### src/rtl/ddr_cmd_pkg.sv
// Shared command encoding, state enum and sizing helpers
// for the DDR command scheduler.
package ddr_cmd_pkg;

    localparam int CMD_W    = 19;
    localparam int CMD_ACT  = 0;
    localparam int CMD_PRE  = 1;
    localparam int CMD_PREA = 2;
    localparam int CMD_RD   = 3;
    localparam int CMD_WR   = 4;
    localparam int CMD_REF  = 5;

    typedef enum logic [3:0] {
        ST_IDLE,
        ST_PRE,
        ST_PRE_WAIT,
        ST_ACT,
        ST_ACT_WAIT,
        ST_RW,
        ST_PREA_ISSUE,
        ST_PREA_WAIT,
        ST_REF_ISSUE,
        ST_REF_WAIT
    } state_e;

    function automatic int cnt_w(input int max_load);
        return (max_load < 2) ? 1 : $clog2(max_load + 1);
    endfunction

    function automatic int max3(input int a, input int b, input int c);
        int m;
        m = (a > b) ? a : b;
        return (m > c) ? m : c;
    endfunction

endpackage

### src/rtl/bank_tracker.sv
// Per-bank open flag, open row and tRAS down-counter,
// with lookup, set, clear and clear-all ports.
module bank_tracker
    import ddr_cmd_pkg::*;
#(
    parameter int BANKS     = 16,
    parameter int BANK_W    = 4,
    parameter int ADDRWIDTH = 17,
    parameter int TRAS      = 10
) (
    input  logic                 clk,
    input  logic                 reset_n,
    input  logic                 halt,
    input  logic [BANK_W-1:0]    lookup_idx,
    output logic                 lookup_open,
    output logic [ADDRWIDTH-1:0] lookup_row,
    output logic                 lookup_tras_zero,
    output logic                 all_tras_zero,
    input  logic                 set_en,
    input  logic [BANK_W-1:0]    set_idx,
    input  logic [ADDRWIDTH-1:0] set_row,
    input  logic                 clr_en,
    input  logic [BANK_W-1:0]    clr_idx,
    input  logic                 clr_all
);

    localparam int TRAS_W = cnt_w(TRAS - 1);
    localparam logic [TRAS_W-1:0] TRAS_LOAD = TRAS_W'(TRAS - 1);

    logic [BANKS-1:0]     open_q, open_d;
    logic [ADDRWIDTH-1:0] row_q  [BANKS];
    logic [ADDRWIDTH-1:0] row_d  [BANKS];
    logic [TRAS_W-1:0]    tras_q [BANKS];
    logic [TRAS_W-1:0]    tras_d [BANKS];

    assign lookup_open      = open_q[lookup_idx];
    assign lookup_row       = row_q[lookup_idx];
    assign lookup_tras_zero = (tras_q[lookup_idx] == '0);

    always_comb begin
        all_tras_zero = 1'b1;
        for (int b = 0; b < BANKS; b++) begin
            if (tras_q[b] != '0) all_tras_zero = 1'b0;
        end
    end

    always_comb begin
        open_d = open_q;
        row_d  = row_q;
        for (int b = 0; b < BANKS; b++) begin
            if (halt || tras_q[b] == '0)
                tras_d[b] = tras_q[b];
            else
                tras_d[b] = tras_q[b] - TRAS_W'(1);
        end
        if (clr_all) open_d = '0;
        if (clr_en) open_d[clr_idx] = 1'b0;
        if (set_en) begin
            open_d[set_idx] = 1'b1;
            row_d[set_idx]  = set_row;
            tras_d[set_idx] = TRAS_LOAD;
        end
    end

    always_ff @(posedge clk or negedge reset_n) begin
        if (!reset_n) begin
            open_q <= '0;
            for (int b = 0; b < BANKS; b++) begin
                row_q[b]  <= '0;
                tras_q[b] <= '0;
            end
        end else begin
            open_q <= open_d;
            for (int b = 0; b < BANKS; b++) begin
                row_q[b]  <= row_d[b];
                tras_q[b] <= tras_d[b];
            end
        end
    end

endmodule

### src/rtl/ddr_cmd_scheduler.sv
// DDR command scheduler: open-page request sequencing with
// ACT/PRE/RD/WR spacing and periodic PREA + REF.
module ddr_cmd_scheduler
    import ddr_cmd_pkg::*;
#(
    parameter int BGWIDTH   = 2,
    parameter int BAWIDTH   = 2,
    parameter int ADDRWIDTH = 17,
    parameter int COLWIDTH  = 10,
    parameter int TRCD      = 4,
    parameter int TRP       = 4,
    parameter int TRAS      = 10,
    parameter int TCCD      = 4,
    parameter int TREFI     = 1560,
    parameter int TRFC      = 88
) (
    input  logic                 clk,
    input  logic                 reset_n,
    input  logic                 halt,
    input  logic                 req_valid,
    output logic                 req_ready,
    input  logic                 req_write,
    input  logic [BGWIDTH:0]     req_bg,
    input  logic [BAWIDTH:0]     req_ba,
    input  logic [ADDRWIDTH-1:0] req_row,
    input  logic [COLWIDTH-1:0]  req_col,
    output logic                 req_done,
    output logic [CMD_W-1:0]     commands,
    output logic [BGWIDTH:0]     bg,
    output logic [BAWIDTH:0]     ba,
    output logic [ADDRWIDTH-1:0] row,
    output logic [COLWIDTH-1:0]  column
);

    localparam int BANKS  = BGWIDTH**2 * BAWIDTH**2;
    localparam int BANK_W = (BANKS > 1) ? $clog2(BANKS) : 1;
    localparam int WAIT_W = cnt_w(max3(TRP - 1, TRCD - 1, TRFC - 1));
    localparam int TCCD_W = cnt_w(TCCD - 1);
    localparam int REFI_W = cnt_w(TREFI - 1);

    localparam logic [WAIT_W-1:0] TRP_LOAD  = WAIT_W'(TRP - 1);
    localparam logic [WAIT_W-1:0] TRCD_LOAD = WAIT_W'(TRCD - 1);
    localparam logic [WAIT_W-1:0] TRFC_LOAD = WAIT_W'(TRFC - 1);
    localparam logic [TCCD_W-1:0] TCCD_LOAD = TCCD_W'(TCCD - 1);
    localparam logic [REFI_W-1:0] REFI_LOAD = REFI_W'(TREFI - 1);

    state_e state_q, state_d, es;

    logic [WAIT_W-1:0] wait_q, wait_d;
    logic [TCCD_W-1:0] tccd_q, tccd_d;
    logic [REFI_W-1:0] refi_q, refi_d;
    logic              pend_q, pend_d;
    logic              expire;

    logic                 lat_write_q, lat_write_d;
    logic [BGWIDTH:0]     lat_bg_q, lat_bg_d;
    logic [BAWIDTH:0]     lat_ba_q, lat_ba_d;
    logic [ADDRWIDTH-1:0] lat_row_q, lat_row_d;
    logic [COLWIDTH-1:0]  lat_col_q, lat_col_d;

    logic [CMD_W-1:0]     cmd_q, cmd_d;
    logic                 done_q, done_d;
    logic [BGWIDTH:0]     bg_q, bg_d;
    logic [BAWIDTH:0]     ba_q, ba_d;
    logic [ADDRWIDTH-1:0] row_q, row_d;
    logic [COLWIDTH-1:0]  col_q, col_d;

    logic                 idle, accept;
    logic                 cur_write;
    logic [BGWIDTH:0]     cur_bg;
    logic [BAWIDTH:0]     cur_ba;
    logic [ADDRWIDTH-1:0] cur_row;
    logic [COLWIDTH-1:0]  cur_col;
    logic [BANK_W-1:0]    bank_idx;

    logic                 lk_open, lk_tras_zero, all_tras_zero;
    logic [ADDRWIDTH-1:0] lk_row;
    logic                 set_en, clr_en, clr_all;

    assign idle      = (state_q == ST_IDLE);
    assign req_ready = idle && !pend_q && !halt;
    assign accept    = req_valid && req_ready;

    // Fresh request fields are used in the accept cycle so the
    // first command can issue on the very next cycle.
    assign cur_write = idle ? req_write : lat_write_q;
    assign cur_bg    = idle ? req_bg    : lat_bg_q;
    assign cur_ba    = idle ? req_ba    : lat_ba_q;
    assign cur_row   = idle ? req_row   : lat_row_q;
    assign cur_col   = idle ? req_col   : lat_col_q;
    assign bank_idx  = BANK_W'({cur_bg, cur_ba});

    bank_tracker #(
        .BANKS     (BANKS),
        .BANK_W    (BANK_W),
        .ADDRWIDTH (ADDRWIDTH),
        .TRAS      (TRAS)
    ) u_banks (
        .clk              (clk),
        .reset_n          (reset_n),
        .halt             (halt),
        .lookup_idx       (bank_idx),
        .lookup_open      (lk_open),
        .lookup_row       (lk_row),
        .lookup_tras_zero (lk_tras_zero),
        .all_tras_zero    (all_tras_zero),
        .set_en           (set_en),
        .set_idx          (bank_idx),
        .set_row          (cur_row),
        .clr_en           (clr_en),
        .clr_idx          (bank_idx),
        .clr_all          (clr_all)
    );

    always_comb begin
        state_d = state_q;
        es      = state_q;
        wait_d  = (halt || wait_q == '0) ? wait_q : wait_q - WAIT_W'(1);
        tccd_d  = (halt || tccd_q == '0) ? tccd_q : tccd_q - TCCD_W'(1);
        refi_d  = refi_q;
        expire  = 1'b0;
        if (!halt) begin
            if (refi_q == '0) begin
                refi_d = REFI_LOAD;
                expire = 1'b1;
            end else begin
                refi_d = refi_q - REFI_W'(1);
            end
        end
        pend_d      = pend_q | expire;
        lat_write_d = lat_write_q;
        lat_bg_d    = lat_bg_q;
        lat_ba_d    = lat_ba_q;
        lat_row_d   = lat_row_q;
        lat_col_d   = lat_col_q;
        cmd_d       = '0;
        done_d      = 1'b0;
        bg_d        = bg_q;
        ba_d        = ba_q;
        row_d       = row_q;
        col_d       = col_q;
        set_en      = 1'b0;
        clr_en      = 1'b0;
        clr_all     = 1'b0;

        if (!halt) begin
            // Resolve expired waits into the state that acts now.
            unique case (state_q)
                ST_IDLE: begin
                    if (pend_q) begin
                        es = ST_PREA_ISSUE;
                    end else if (accept) begin
                        lat_write_d = req_write;
                        lat_bg_d    = req_bg;
                        lat_ba_d    = req_ba;
                        lat_row_d   = req_row;
                        lat_col_d   = req_col;
                        if (lk_open && lk_row == req_row)
                            es = ST_RW;
                        else if (lk_open)
                            es = ST_PRE;
                        else
                            es = ST_ACT;
                    end
                end
                ST_PRE_WAIT:  if (wait_q == '0) es = ST_ACT;
                ST_ACT_WAIT:  if (wait_q == '0) es = ST_RW;
                ST_PREA_WAIT: if (wait_q == '0) es = ST_REF_ISSUE;
                ST_REF_WAIT:  if (wait_q == '0) es = ST_IDLE;
                default: ;
            endcase

            unique case (es)
                ST_PRE: begin
                    state_d = ST_PRE;
                    if (lk_tras_zero) begin
                        cmd_d[CMD_PRE] = 1'b1;
                        clr_en  = 1'b1;
                        wait_d  = TRP_LOAD;
                        state_d = ST_PRE_WAIT;
                    end
                end
                ST_ACT: begin
                    cmd_d[CMD_ACT] = 1'b1;
                    set_en  = 1'b1;
                    wait_d  = TRCD_LOAD;
                    state_d = ST_ACT_WAIT;
                end
                ST_RW: begin
                    state_d = ST_RW;
                    if (tccd_q == '0) begin
                        cmd_d[CMD_WR] = cur_write;
                        cmd_d[CMD_RD] = !cur_write;
                        done_d  = 1'b1;
                        tccd_d  = TCCD_LOAD;
                        state_d = ST_IDLE;
                    end
                end
                ST_PREA_ISSUE: begin
                    state_d = ST_PREA_ISSUE;
                    if (all_tras_zero) begin
                        cmd_d[CMD_PREA] = 1'b1;
                        clr_all = 1'b1;
                        wait_d  = TRP_LOAD;
                        state_d = ST_PREA_WAIT;
                    end
                end
                ST_REF_ISSUE: begin
                    cmd_d[CMD_REF] = 1'b1;
                    pend_d  = 1'b0;
                    wait_d  = TRFC_LOAD;
                    state_d = ST_REF_WAIT;
                end
                default: state_d = es;
            endcase

            if (cmd_d[CMD_ACT] | cmd_d[CMD_PRE] |
                cmd_d[CMD_RD]  | cmd_d[CMD_WR]) begin
                bg_d  = cur_bg;
                ba_d  = cur_ba;
                row_d = cur_row;
                col_d = cur_col;
            end
        end
    end

    always_ff @(posedge clk or negedge reset_n) begin
        if (!reset_n) begin
            state_q     <= ST_IDLE;
            wait_q      <= '0;
            tccd_q      <= '0;
            refi_q      <= REFI_LOAD;
            pend_q      <= 1'b0;
            lat_write_q <= 1'b0;
            lat_bg_q    <= '0;
            lat_ba_q    <= '0;
            lat_row_q   <= '0;
            lat_col_q   <= '0;
            cmd_q       <= '0;
            done_q      <= 1'b0;
            bg_q        <= '0;
            ba_q        <= '0;
            row_q       <= '0;
            col_q       <= '0;
        end else begin
            state_q     <= state_d;
            wait_q      <= wait_d;
            tccd_q      <= tccd_d;
            refi_q      <= refi_d;
            pend_q      <= pend_d;
            lat_write_q <= lat_write_d;
            lat_bg_q    <= lat_bg_d;
            lat_ba_q    <= lat_ba_d;
            lat_row_q   <= lat_row_d;
            lat_col_q   <= lat_col_d;
            cmd_q       <= cmd_d;
            done_q      <= done_d;
            bg_q        <= bg_d;
            ba_q        <= ba_d;
            row_q       <= row_d;
            col_q       <= col_d;
        end
    end

    assign commands = cmd_q;
    assign req_done = done_q;
    assign bg       = bg_q;
    assign ba       = ba_q;
    assign row      = row_q;
    assign column   = col_q;

endmodule

### config.mk
export PLATFORM = sky130hd
export DESIGN_NAME = ddr_cmd_scheduler
export DESIGN_NICKNAME = d
export VERILOG_FILES = /design/src/rtl/ddr_cmd_pkg.sv /design/src/rtl/bank_tracker.sv /design/src/rtl/ddr_cmd_scheduler.sv
export SDC_FILE = /design/constraint.sdc
export NUM_CORES = 1
export LEC_CHECK = 0
export ABC_AREA = 1
export ABC_CLOCK_PERIOD_IN_PS = 5200
export BUFFER_PORTS_ARGS = -buffer_cell sky130_fd_sc_hd__buf_2
export CAP_MARGIN = 15
export CORE_AREA = 2 2 203 205
export DETAILED_ROUTE_END_ITERATION = 7
export DIE_AREA = 0 0 205 207
export HOLD_SLACK_MARGIN = 0.05
export PLACE_DENSITY_LB_ADDON = 0.3
export SYNTH_ARGS = -nofsm -noshare
export SYNTH_HDL_FRONTEND = slang
export SYNTH_HIERARCHICAL = 1
export SYNTH_SLANG_ARGS = --single-unit
### constraint.sdc
create_clock -name clk -period 5.2 [get_ports clk]
set_input_delay 0.78 -clock clk [delete_from_list [all_inputs] [get_ports clk]]
set_output_delay 0.78 -clock clk [all_outputs]
set_load 0.005 [all_outputs]
==> summary.md, run 1 <==
| Metric | Value |
|---|---|
| Hold_ws | 0.1988 ns |
| CP top delay family | simple AND/OR/NAND/NOR gates |
| Max Root-Sink Buffers | 3 |
| Final Non-Filler Cells | 3401 |
| Die Width | 205 um |
| Synth Area in Adders | 1.064% |
| Nets | 2887 |
| DP Area | 0.02322 mm2 |
| YS warnings | 6 |
| Detailed-router iteration count before antenna repair | 6 |
| Flops & latches, synth | 451 |
| I/O Pins | 92 |
| Seq/Total Area, Yosys | 50.52% |
| Post-Synth Simple-Gate Area | 21.38% |
| CTS tree | yes |
| CP peak stage delay | 0.55 ns |
| Drt total wl | 61340 um |
| Synth unique cells | 41 |
| Clk pwr share | 20.0% |
| Run status | complete, no violations |
| Synth Area in XOR/XNOR | 0.6269% |
| Seq pwr share | 30.6% |
| # diodes | 0 |
| Critical Path RT | 5.65 ns |
| Clock transition at the registers of the reported paths | 0.06 ns |
| Buf/Inv on CP | 8 |
| Worst EP arrival | 5.40 ns |
| Slew Limit Fails | 0 |
| Slew headroom | 19.14% |
| Cell Int Power | 9.905 mW |
| Max_cap viols | 0 |
| Die Span Y | 207 um |
| Initial antenna violation count | 0 |
| Startpoint types | flop |
| Core Region | 0.04037 mm2 |
| Design Area, Final | 0.02509 mm2 |
| P_sw | 8.221 mW |
| VDD IR max | 0.0003232 V |
| Rows | 74 |
| DRC Markers | 0 |
| Leakage power total | 12.40 nW |
| P&R area growth vs syn | 12.25% |
| First-pass GRT wire length | 96530 um |
| FF-to-FF setup slack | 0.25 ns |
| DIE AREA | 0.04244 mm2 |
| Tmin final | 4.949 ns |
| Overall Global Routing Usage | 28.31% |
| Crit path top cell by count | nand2_1 |
| R2R depth | 28 |
| Setup Viol. Count Final | 0 |
| Antenna-violating nets left | 0 |
| Syn Std Cell Area | 0.02235 mm2 |
| Combinational share of power | 49.4% |
| Grt total ovfl | 0 |
| Worst skew pair latency | 0.61 ns |
| Iter 0 DRT Violations | 2366 |
| Share of layout cells above drive strength 1 | 11.15% |
| Reg2reg start | state_q[3] |
| Wire length per cell | 18.03 um |
| Pre-CTS setup slack | 0.1810 ns |
| Cells after Synth | 2809 |
| Worst min path class | in -> async |
| Hold_buf cts | 0 |
| Critical Setup Path Class | reg -> reg |
| Crit path capture type | flop |
| Crit share post-route | 95.18% |
| Reg-to-reg endpoint | u_banks/row_q[47] |
| CP max FO | 35 |
| Hold Violations, Final | 0 |
| FMAX | 202.0 MHz |
| DR vias | 19668 |
| Post-DR vias/cell | 5.783 |
| Largest family of logic cells by synthesized area | simple AND/OR/NAND/NOR gates |
| Buffers on Ports | 78 |
| Initial core utilization | 55.37% |
| Worst-margin pin slew | 1.200 ns |
| RePlAce Congestion | 0.8875 |
| Critical-path top delay cell | clkinv_1 |
| Final HPWL DP | 37200 um |
| Compound-Gate Fraction of Synth Area | 17.83% |
| Root buf cell | clkbuf_16 |
| Final setup margin | 0.2507 ns |
| Multiplexer share of the synthesized area | 0% |
| Cts bufs inserted | 47 |
| Syn_area_per_cell | 7.958 um2 |
| Dpl cells | 3303 |
| Vias in the first global route | 18512 |
| Net Sw Frac | 45.35% |
| CTS sink count | 451 |
| Htree depth | 2 |
| Largest net degree at the start of global routing | 134 |
| Clock Skews | 0.02526 ns |
| PD cells | 722.5 mW/mm2 |
power groups by stage:
stage | Combinational, mW | Clock (mW) | Sequential (mW)
CTS | 8.57 | 3.68 | 5.52
detailed placement | 8.47 | 0 | 5.56
finish | 8.95 | 3.63 | 5.55
global route | 9.90 | 3.84 | 5.69
floorplan | 6.03 | 0 | 5.39
global placement | 8.25 | 0 | 5.52
cells in the final DEF (no fill, tap or decap), types with 15 or more instances in the layout:
cell       instances
nor2_1           197
nand2_1          748
buf_12            17
o21ai_2           29
inv_1            249
dfrtp_1          445
o21ai_1           34
o221ai_1          15
buf_4             38
ha_1              19
buf_2             77
clkbuf_16         49
o21ai_0          451
o211ai_1          75
nand3_1          153
a21oi_1           83
sequential cells by signal (all words and copies together), names as in the netlist, 4 cells and up:
| name | cells |
|---|---|
| column | 10 |
| commands | 6 |
| lat_col_q | 10 |
| lat_row_q | 17 |
| refi_q | 11 |
| row | 17 |
| state_q | 4 |
| u_banks/open_q | 16 |
| u_banks/row_q | 272 |
| u_banks/tras_q | 64 |
| wait_q | 7 |
per-stage QoR:
step           power [mW]  setup TNS [ns]  util (%)
2_1_floorplan       11.42               0         -
3_3_place_gp        13.78               0     57.52
3_5_place_dp        14.03               0     57.52
4_1_cts             17.77               0     61.69
5_1_grt             19.42       -0.008500     62.15
6_report            18.13               0     62.15
Yosys cell counts:
| cell | instances | area share [%] |
|---|---|---|
| a211oi_1 | 5 | 0.17 |
| a21boi_0 | 3 | 0.10 |
| a21oi_1 | 83 | 1.9 |
| a21oi_4 | 1 | 0.073 |
| a221oi_1 | 9 | 0.35 |
| a31oi_1 | 2 | 0.056 |
| buf_1 | 8 | 0.13 |
| buf_2 | 52 | 1.2 |
| buf_4 | 18 | 0.60 |
| buf_6 | 12 | 0.60 |
| clkbuf_1 | 95 | 1.6 |
| clkinv_1 | 2 | 0.034 |
| conb_1 | 1 | 0.017 |
| dfrtp_1 | 445 | 50 |
| dfstp_2 | 6 | 0.71 |
| ha_1 | 19 | 1.1 |
| inv_1 | 251 | 4.2 |
| inv_2 | 12 | 0.20 |
| nand2_1 | 748 | 13 |
| nand2_2 | 10 | 0.28 |
| nand2_4 | 2 | 0.10 |
| nand3_1 | 154 | 3.4 |
| nand3_2 | 4 | 0.18 |
| nand3_4 | 2 | 0.16 |
| nand4_1 | 9 | 0.25 |
| nor2_1 | 198 | 3.3 |
| nor2_2 | 13 | 0.36 |
| nor2_4 | 2 | 0.10 |
| nor2_8 | 1 | 0.090 |
| nor3_1 | 7 | 0.16 |
| nor3_4 | 2 | 0.15 |
| nor4_1 | 4 | 0.11 |
| o211ai_1 | 75 | 2.5 |
| o21ai_0 | 455 | 10 |
| o21ai_1 | 34 | 0.76 |
| o21ai_2 | 28 | 1.1 |
| o21bai_1 | 1 | 0.034 |
| o221ai_1 | 16 | 0.63 |
| or2_2 | 4 | 0.11 |
| xnor2_1 | 4 | 0.16 |
| xor2_1 | 12 | 0.47 |
layout make-up:
cell class | instances | area [um2]
timing repair inverter | 2 | 17.52
inverter | 265 | 1015
tap | 532 | 665.6
fill | 3357 | 15280
timing repair buffer | 143 | 1166
clock inverter | 21 | 322.8
sequential | 451 | 11290
clock buffer | 67 | 1361
multi-input combinational | 1920 | 9249
timing repair:
item	in CTS	in global routing
buffers inserted	0	6
setup endpoints to repair	0	174
resized for setup	0	21
kinds of logic (layout without fill, tap and decap cells):
group           after synthesis  count (layout)
other cells                   1              13
flops                       451             451
compound gates              712             712
buf+inv                     450             498
simple gates               1160            1160
xor+xnor                     16              16
fa+ha+maj                    19              19
per-layer routing:
metal	GRT usage [%]	share of wire [%]
met2	44.64	46
met5	0	0
met3	5.538	8.8
met4	9.278	2.7
met1	39.42	42
how the worst max path moves through the flow:
stage	from	end	slack (ns)	depth (start not counted)
4_1_cts	state_q[3]	u_banks/row_q[160]	0.12	29
2_1_floorplan	state_q[3]	u_banks/row_q[10]	0.41	30
3_5_place_dp	state_q[3]	u_banks/row_q[163]	0.18	29
5_1_grt	state_q[0]	u_banks/tras_q[23]	-0.008	30
3_3_place_gp	state_q[3]	u_banks/row_q[159]	0.29	29
6_report	state_q[3]	u_banks/row_q[47]	0.25	28
Power figures use the tool's default switching activity.
==> inputs of run 2 (changes only) <==
Settings changed: CELL_PAD_IN_SITES_DETAIL_PLACEMENT set to 2, CELL_PAD_IN_SITES_GLOBAL_PLACEMENT set to 2, CORE_AREA 2 2 203 205 to 2 2 246 248, DIE_AREA 0 0 205 207 to 0 0 248 250, MAX_ROUTING_LAYER set to met4.
==> run 2 against run 1 <==
Clock skew fell by 0.0016 ns; combinational power rose by 12%; utilization fell by 19 points; cell count rose by 8.1%; sequential power rose by 2%; register-to-register slack got worse by 0.11 ns; design area rose by 2.7%; flip-flop and latch count did not move; die area rose by 46%; non-clock buffer count rose by 22; routed wire length rose by 40%; largest power group unchanged.
==> summary.md, run 2 (synthesis gave the netlist of run 1 again) <==
| Metric | Value |
|---|---|
| Hold_buf cts | 0 (unchanged) |
| Critical path destination | u_banks/open_q[9] (was u_banks/row_q[47]) |
| CP top delay family | simple AND/OR/NAND/NOR gates (unchanged) |
| Die Span Y | 250 um (was 207 um) |
| Worst skew pair latency | 0.62 ns (was 0.61 ns) |
| Rows | 90 (was 74) |
| Worst Setup SP | state_q[0] (was state_q[3]) |
| DR vias | 20455 (was 19668) |
| PD cells | 755.2 mW/mm2 (was 722.5 mW/mm2) |
| Reg2reg start | state_q[0] (was state_q[3]) |
| Max Root-Sink Buffers | 3 (unchanged) |
| Slew headroom | 35.83% (was 19.14%) |
| Htree depth | 2 (unchanged) |
| Final Non-Filler Cells | 3678 (was 3401) |
| Clock transition at the registers of the reported paths | 0.06 ns (about the same) |
| Grt total ovfl | 0 (unchanged) |
| Nets | 2916 (was 2887) |
| Leakage power total | 12.62 nW (was 12.40 nW) |
| R2R depth | 30 (was 28) |
| Number of flip-flops in the largest register | 272 (unchanged) |
| FF-to-FF setup slack | 0.14 ns (was 0.25 ns) |
| Worst-margin pin slew | 0.9525 ns (was 1.200 ns) |
| I/O Pins | 92 (unchanged) |
| Critical Setup Path Class | reg -> reg (unchanged) |
| Cts bufs inserted | 53 (was 47) |
| CTS tree | yes (unchanged) |
| P&R area growth vs syn | 15.25% (was 12.25%) |
| Top reg by flops | u_banks/row_q (unchanged) |
| Initial antenna violation count | 0 (unchanged) |
| Detailed-router iteration count before antenna repair | 5 (was 6) |
| Final HPWL DP | 53490 um (was 37200 um) |
| Max_cap viols | 0 (unchanged) |
| Worst EP arrival | 5.53 ns (was 5.40 ns) |
| Initial core utilization | 37.52% (was 55.37%) |
| Buf/Inv on CP | 8 (unchanged) |
| Commonest cells after routing, fill and taps aside | nand2_1, o21ai_0, dfrtp_1 (unchanged) |
| Iter 0 DRT Violations | 1256 (was 2366) |
| Largest net degree at the start of global routing | 103 (was 134) |
| CTS sink count | 451 (unchanged) |
| Clock Skews | 0.02370 ns (was 0.02526 ns) |
| Dpl cells | 3572 (was 3303) |
| Share of layout cells above drive strength 1 | 12.05% (was 11.15%) |
| Top flop regs | u_banks/row_q (272), u_banks/tras_q (64) (unchanged) |
| Slew Limit Fails | 0 (unchanged) |
| DIE AREA | 0.06200 mm2 (was 0.04244 mm2) |
| Vias in the first global route | 22910 (was 18512) |
| Critical Path RT | 5.67 ns (was 5.65 ns) |
| RePlAce Congestion | 0.8416 (was 0.8875) |
| Antenna-violating nets left | 0 (unchanged) |
| Root buf cell | clkbuf_16 (unchanged) |
| Die Width | 248 um (was 205 um) |
| Wire length per cell | 23.28 um (was 18.03 um) |
| Startpoint types | flop (unchanged) |
| FMAX | 197.7 MHz (was 202.0 MHz) |
| DRC Markers | 0 (unchanged) |
| Run status | complete, no violations (unchanged) |
| VDD IR max | 0.0003105 V (was 0.0003232 V) |
| Hold Violations, Final | 0 (unchanged) |
| CP max FO | 34 (was 35) |
| Crit path top cell by count | nand2_1 (unchanged) |
| Commonest non-fill, non-tap cell in the layout | nand2_1 (unchanged) |
| Drt total wl | 85630 um (was 61340 um) |
| Crit share post-route | 97.28% (was 95.18%) |
| Core Region | 0.05957 mm2 (was 0.04037 mm2) |
| Crit path capture type | flop (unchanged) |
| Fillers | 6662 (was 3357) |
| Setup Viol. Count Final | 0 (unchanged) |
| CP peak stage delay | 0.44 ns (was 0.55 ns) |
| Overall Global Routing Usage | 28.07% (was 28.31%) |
| Post-DR vias/cell | 5.561 (was 5.783) |
| Critical path depth in cells | 30 (was 28) |
| Worst min path class | in -> async (unchanged) |
| Buffers on Ports | 78 (unchanged) |
| Tmin final | 5.058 ns (was 4.949 ns) |
| # diodes | 0 (unchanged) |
| Sum of negative setup slack | 0 ns (unchanged) |
| First-pass GRT wire length | 132900 um (was 96530 um) |
| Critical-path top delay cell | dfrtp_2 (was clkinv_1) |
| Reg-to-reg endpoint | u_banks/open_q[9] (was u_banks/row_q[47]) |
-- run 2: cell count changes in the layout (fill, tap and decap cells not counted), sizes merged --
cell	delta
clkinv	-8
clkinvlp	-1
bufinv	-5
buf	+23
clkbuf	+17
nand3	+1
-- run 2: cell type report --
type	instances	area, um2	share of cell area [%]
clock buffers	85	1649	6.401
multi-input cells	1921	9300	36.10
repair inverters	2	13.76	0.05342
clock inverters	7	88.84	0.3448
flip-flops and latches	451	11290	43.84
well taps	782	978.4	3.798
repair buffers	165	1420	5.512
inverters	265	1017	3.949
-- run 2: repair_timing --
item | CTS | global route
cloned | 0 | 4
resized for setup | 10 | 15
endpoints found under the setup margin | 334 | 354
pin swaps | 0 | 3
buffers inserted | 0 | 10
-- run 2: worst min path at each step --
stage               cells after the start        from         end  slack (ns)
floorplan                               2  refi_q[10]  refi_q[10]        0.45
global placement                        2   column[4]   column[4]        0.46
detailed placement                      2  refi_q[10]  refi_q[10]        0.46
CTS                                     1     reset_n   refi_q[7]        0.25
global route                            1     reset_n   refi_q[7]        0.25
finish                                  1     reset_n   refi_q[7]        0.21
-- run 2: where the power goes --
part	leakage (nW)	total [mW]	switching (mW)	internal (mW)
Sequential	5.75	5.64	0.812	4.83
Clock	0.858	3.78	1.53	2.25
Combinational	6.01	10.0	7.02	3.02
-- run 2: per-layer routing --
| layer | track usage [%] | vias up | routed length (um) |
|---|---|---|---|
| met1 | 35.90 | 10644 | 37460 |
| met4 | 8.127 | 0 | 2331 |
| li1 | - | 9246 | - |
| met3 | 3.183 | 143 | 3484 |
| met2 | 46.78 | 422 | 42350 |
| met5 | - | - | 0 |
-- run 2: metrics by stage --
stage          hold WS [ns]  utilization [%]  total power [mW]  worst slack (ns)  area (um2)
2_1_floorplan        0.4466                -             11.42            0.4131       22400
3_3_place_gp         0.4576            39.95             14.44            0.1230       23800
3_5_place_dp         0.4611            39.95             15.08           -0.1804       23800
4_1_cts              0.2485            42.93             19.18           0.02627       25570
5_1_grt              0.2537            43.25             20.91           -0.1205       25760
6_report             0.2064            43.25             19.46            0.1416       25760
==> inputs of run 3 (changes only) <==
Settings changed: MAX_ROUTING_LAYER met4 to unset.
==> run 3 against run 2 <==
Fmax about the same; critical endpoint unchanged; hold slack better by 0.0067 ns; clock power hardly changed; largest power group unchanged; register-to-register slack is essentially flat; largest cell class unchanged; cell count hardly changed; clock-buffer cell count unchanged; global-route usage shrank 0.81 points.
==> summary.md, run 3 (synthesis gave the netlist of run 1 again) <==
| Metric | Value |
|---|---|
| Critical path destination | u_banks/open_q[9] (unchanged) |
| Initial antenna violation count | 0 (unchanged) |
| Pre-CTS setup slack | -0.1804 ns (unchanged) |
| Share of layout cells above drive strength 1 | 12.18% (was 12.05%) |
| CTS sink count | 451 (unchanged) |
| Critical-path top delay cell | dfrtp_2 (unchanged) |
| Vias in the first global route | 22945 (was 22910) |
| Dpl cells | 3572 (unchanged) |
| Final setup margin | 0.1405 ns (was 0.1416 ns) |
| Rows | 90 (unchanged) |
| WL met2 | 42280 um (was 42350 um) |
| Slew Limit Fails | 0 (unchanged) |
| Crit share post-route | 97.30% (was 97.28%) |
| Sum of negative setup slack | 0 ns (unchanged) |
| DR vias | 20443 (was 20455) |
| Nets | 2919 (was 2916) |
| Critical Setup Path Class | reg -> reg (unchanged) |
| Critical Path RT | 5.73 ns (was 5.67 ns) |
| PD cells | 754.8 mW/mm2 (was 755.2 mW/mm2) |
| Number of flip-flops in the largest register | 272 (unchanged) |
| Tmin final | 5.059 ns (was 5.058 ns) |
| Hold Violations, Final | 0 (unchanged) |
| CTS tree | yes (unchanged) |
| Max_cap viols | 0 (unchanged) |
| Worst min path class | in -> async (unchanged) |
| FMAX | 197.6 MHz (was 197.7 MHz) |
| Leakage power total | 12.64 nW (was 12.62 nW) |
| DRC Markers | 0 (unchanged) |
| Top reg by flops | u_banks/row_q (unchanged) |
| P&R area growth vs syn | 15.53% (was 15.25%) |
| # diodes | 0 (unchanged) |
| Clock transition at the registers of the reported paths | 0.06 ns (about the same) |
| First-pass GRT wire length | 132900 um (about the same) |
| Startpoint types | flop (unchanged) |
| Buf/Inv on CP | 9 (was 8) |
| Overall Power | 19.49 mW (was 19.46 mW) |
| Max Root-Sink Buffers | 3 (unchanged) |
| Commonest non-fill, non-tap cell in the layout | nand2_1 (unchanged) |
| Htree depth | 2 (unchanged) |
| DR top layer | met4 (unchanged) |
| Commonest cells after routing, fill and taps aside | nand2_1, dfrtp_1, o21ai_0 (was nand2_1, o21ai_0, dfrtp_1) |
| CP peak stage delay | 0.45 ns (was 0.44 ns) |
| Worst-margin pin slew | 0.9984 ns (was 0.9525 ns) |
| Iter 0 DRT Violations | 1212 (was 1256) |
| Wire length per cell | 23.20 um (was 23.28 um) |
| Cts bufs inserted | 53 (unchanged) |
| Top flop regs | u_banks/row_q (272), u_banks/tras_q (64) (unchanged) |
| Final Non-Filler Cells | 3681 (was 3678) |
| DIE AREA | 0.06200 mm2 (unchanged) |
| Met1 wire length | 37440 um (was 37460 um) |
| Crit path top cell by count | nand2_1 (unchanged) |
| Hold_ws | 0.2131 ns (was 0.2064 ns) |
| Core Region | 0.05957 mm2 (unchanged) |
| Reg2reg start | state_q[0] (unchanged) |
| Utilization after layout | 43.35% (was 43.25%) |
| CP top delay family | simple AND/OR/NAND/NOR gates (unchanged) |
| FF-to-FF setup slack | 0.14 ns (about the same) |
| Run status | complete, no violations (unchanged) |
| Final HPWL DP | 53490 um (unchanged) |
| Initial core utilization | 37.52% (unchanged) |
| Drt total wl | 85390 um (was 85630 um) |
| Antenna-violating nets left | 0 (unchanged) |
| Root buf cell | clkbuf_16 (unchanged) |
| Worst Setup SP | state_q[0] (unchanged) |
| Setup Viol. Count Final | 0 (unchanged) |
| Reg-to-reg endpoint | u_banks/open_q[9] (unchanged) |
| Die Width | 248 um (unchanged) |
| Detailed-router iteration count before antenna repair | 5 (unchanged) |
| Die Span Y | 250 um (unchanged) |
| Post-DR vias/cell | 5.554 (was 5.561) |
| Largest net degree at the start of global routing | 103 (unchanged) |
| Metal3 WL | 3496 um (was 3484 um) |
| RePlAce Congestion | 0.8290 (was 0.8416) |
| R2R depth | 31 (was 30) |
| I/O Pins | 92 (unchanged) |
| Grt total ovfl | 0 (unchanged) |
| Worst skew pair latency | 0.61 ns (was 0.62 ns) |
| Critical path depth in cells | 31 (was 30) |
| Buffers on Ports | 78 (unchanged) |
| Slew headroom | 32.74% (was 35.83%) |
| Clock Skews | 0.01531 ns (was 0.02370 ns) |
| VDD IR max | 0.0003067 V (was 0.0003105 V) |
| Design Area, Final | 0.02582 mm2 (was 0.02576 mm2) |
| DP Area | 0.02380 mm2 (unchanged) |
| Overall Global Routing Usage | 27.26% (was 28.07%) |
| CP max FO | 34 (unchanged) |
| Worst EP arrival | 5.59 ns (was 5.53 ns) |
| Crit path capture type | flop (unchanged) |
==> run 3: final cells by class <==
type | instances | area (um2)
Tap cell | 782 | 978.4
Inverter | 265 | 1025
Timing Repair Buffer | 169 | 1483
Fill cell | 6661 | 33750
Timing Repair inverter | 1 | 5.005
Sequential cell | 451 | 11290
Multi-Input combinational cell | 1921 | 9300
Clock buffer | 85 | 1649
Clock inverter | 7 | 88.84
==> run 3: metal layers <==
| metal | track usage, % | vias to the layer above |
|---|---|---|
| met2 | 46.73 | 432 |
| li1 | - | 9253 |
| met5 | 0 | - |
| met1 | 35.68 | 10616 |
| met3 | 3.463 | 142 |
| met4 | 8.349 | 0 |
==> run 3: how the worst min path moves through the flow <==
stage	start	end	slack, ns	cells after the start
after global placement	column[4]	column[4]	0.46	2
after floorplan	refi_q[10]	refi_q[10]	0.45	2
after CTS	reset_n	refi_q[7]	0.25	1
final	reset_n	refi_q[7]	0.21	1
after detailed placement	refi_q[10]	refi_q[10]	0.46	2
after global routing	reset_n	refi_q[7]	0.27	1
==> run 3: power breakdown <==
group / switching [mW] / leakage, nW / total, mW / internal, mW
clock: 1.52 / 0.858 / 3.77 / 2.25
combinational: 7.02 / 6.03 / 10.1 / 3.07
sequential: 0.808 / 5.75 / 5.63 / 4.83
==> run 3: timing repair <==
| action | in CTS | in global routing |
|---|---|---|
| gates cloned | 0 | 4 |
| pin swaps | 0 | 5 |
| endpoints found under the hold margin | 0 | 0 |
| buffers inserted | 0 | 13 |
| hold buffers | 0 | 0 |
| resized for setup | 10 | 26 |
| endpoints found under the setup margin | 334 | 355 |
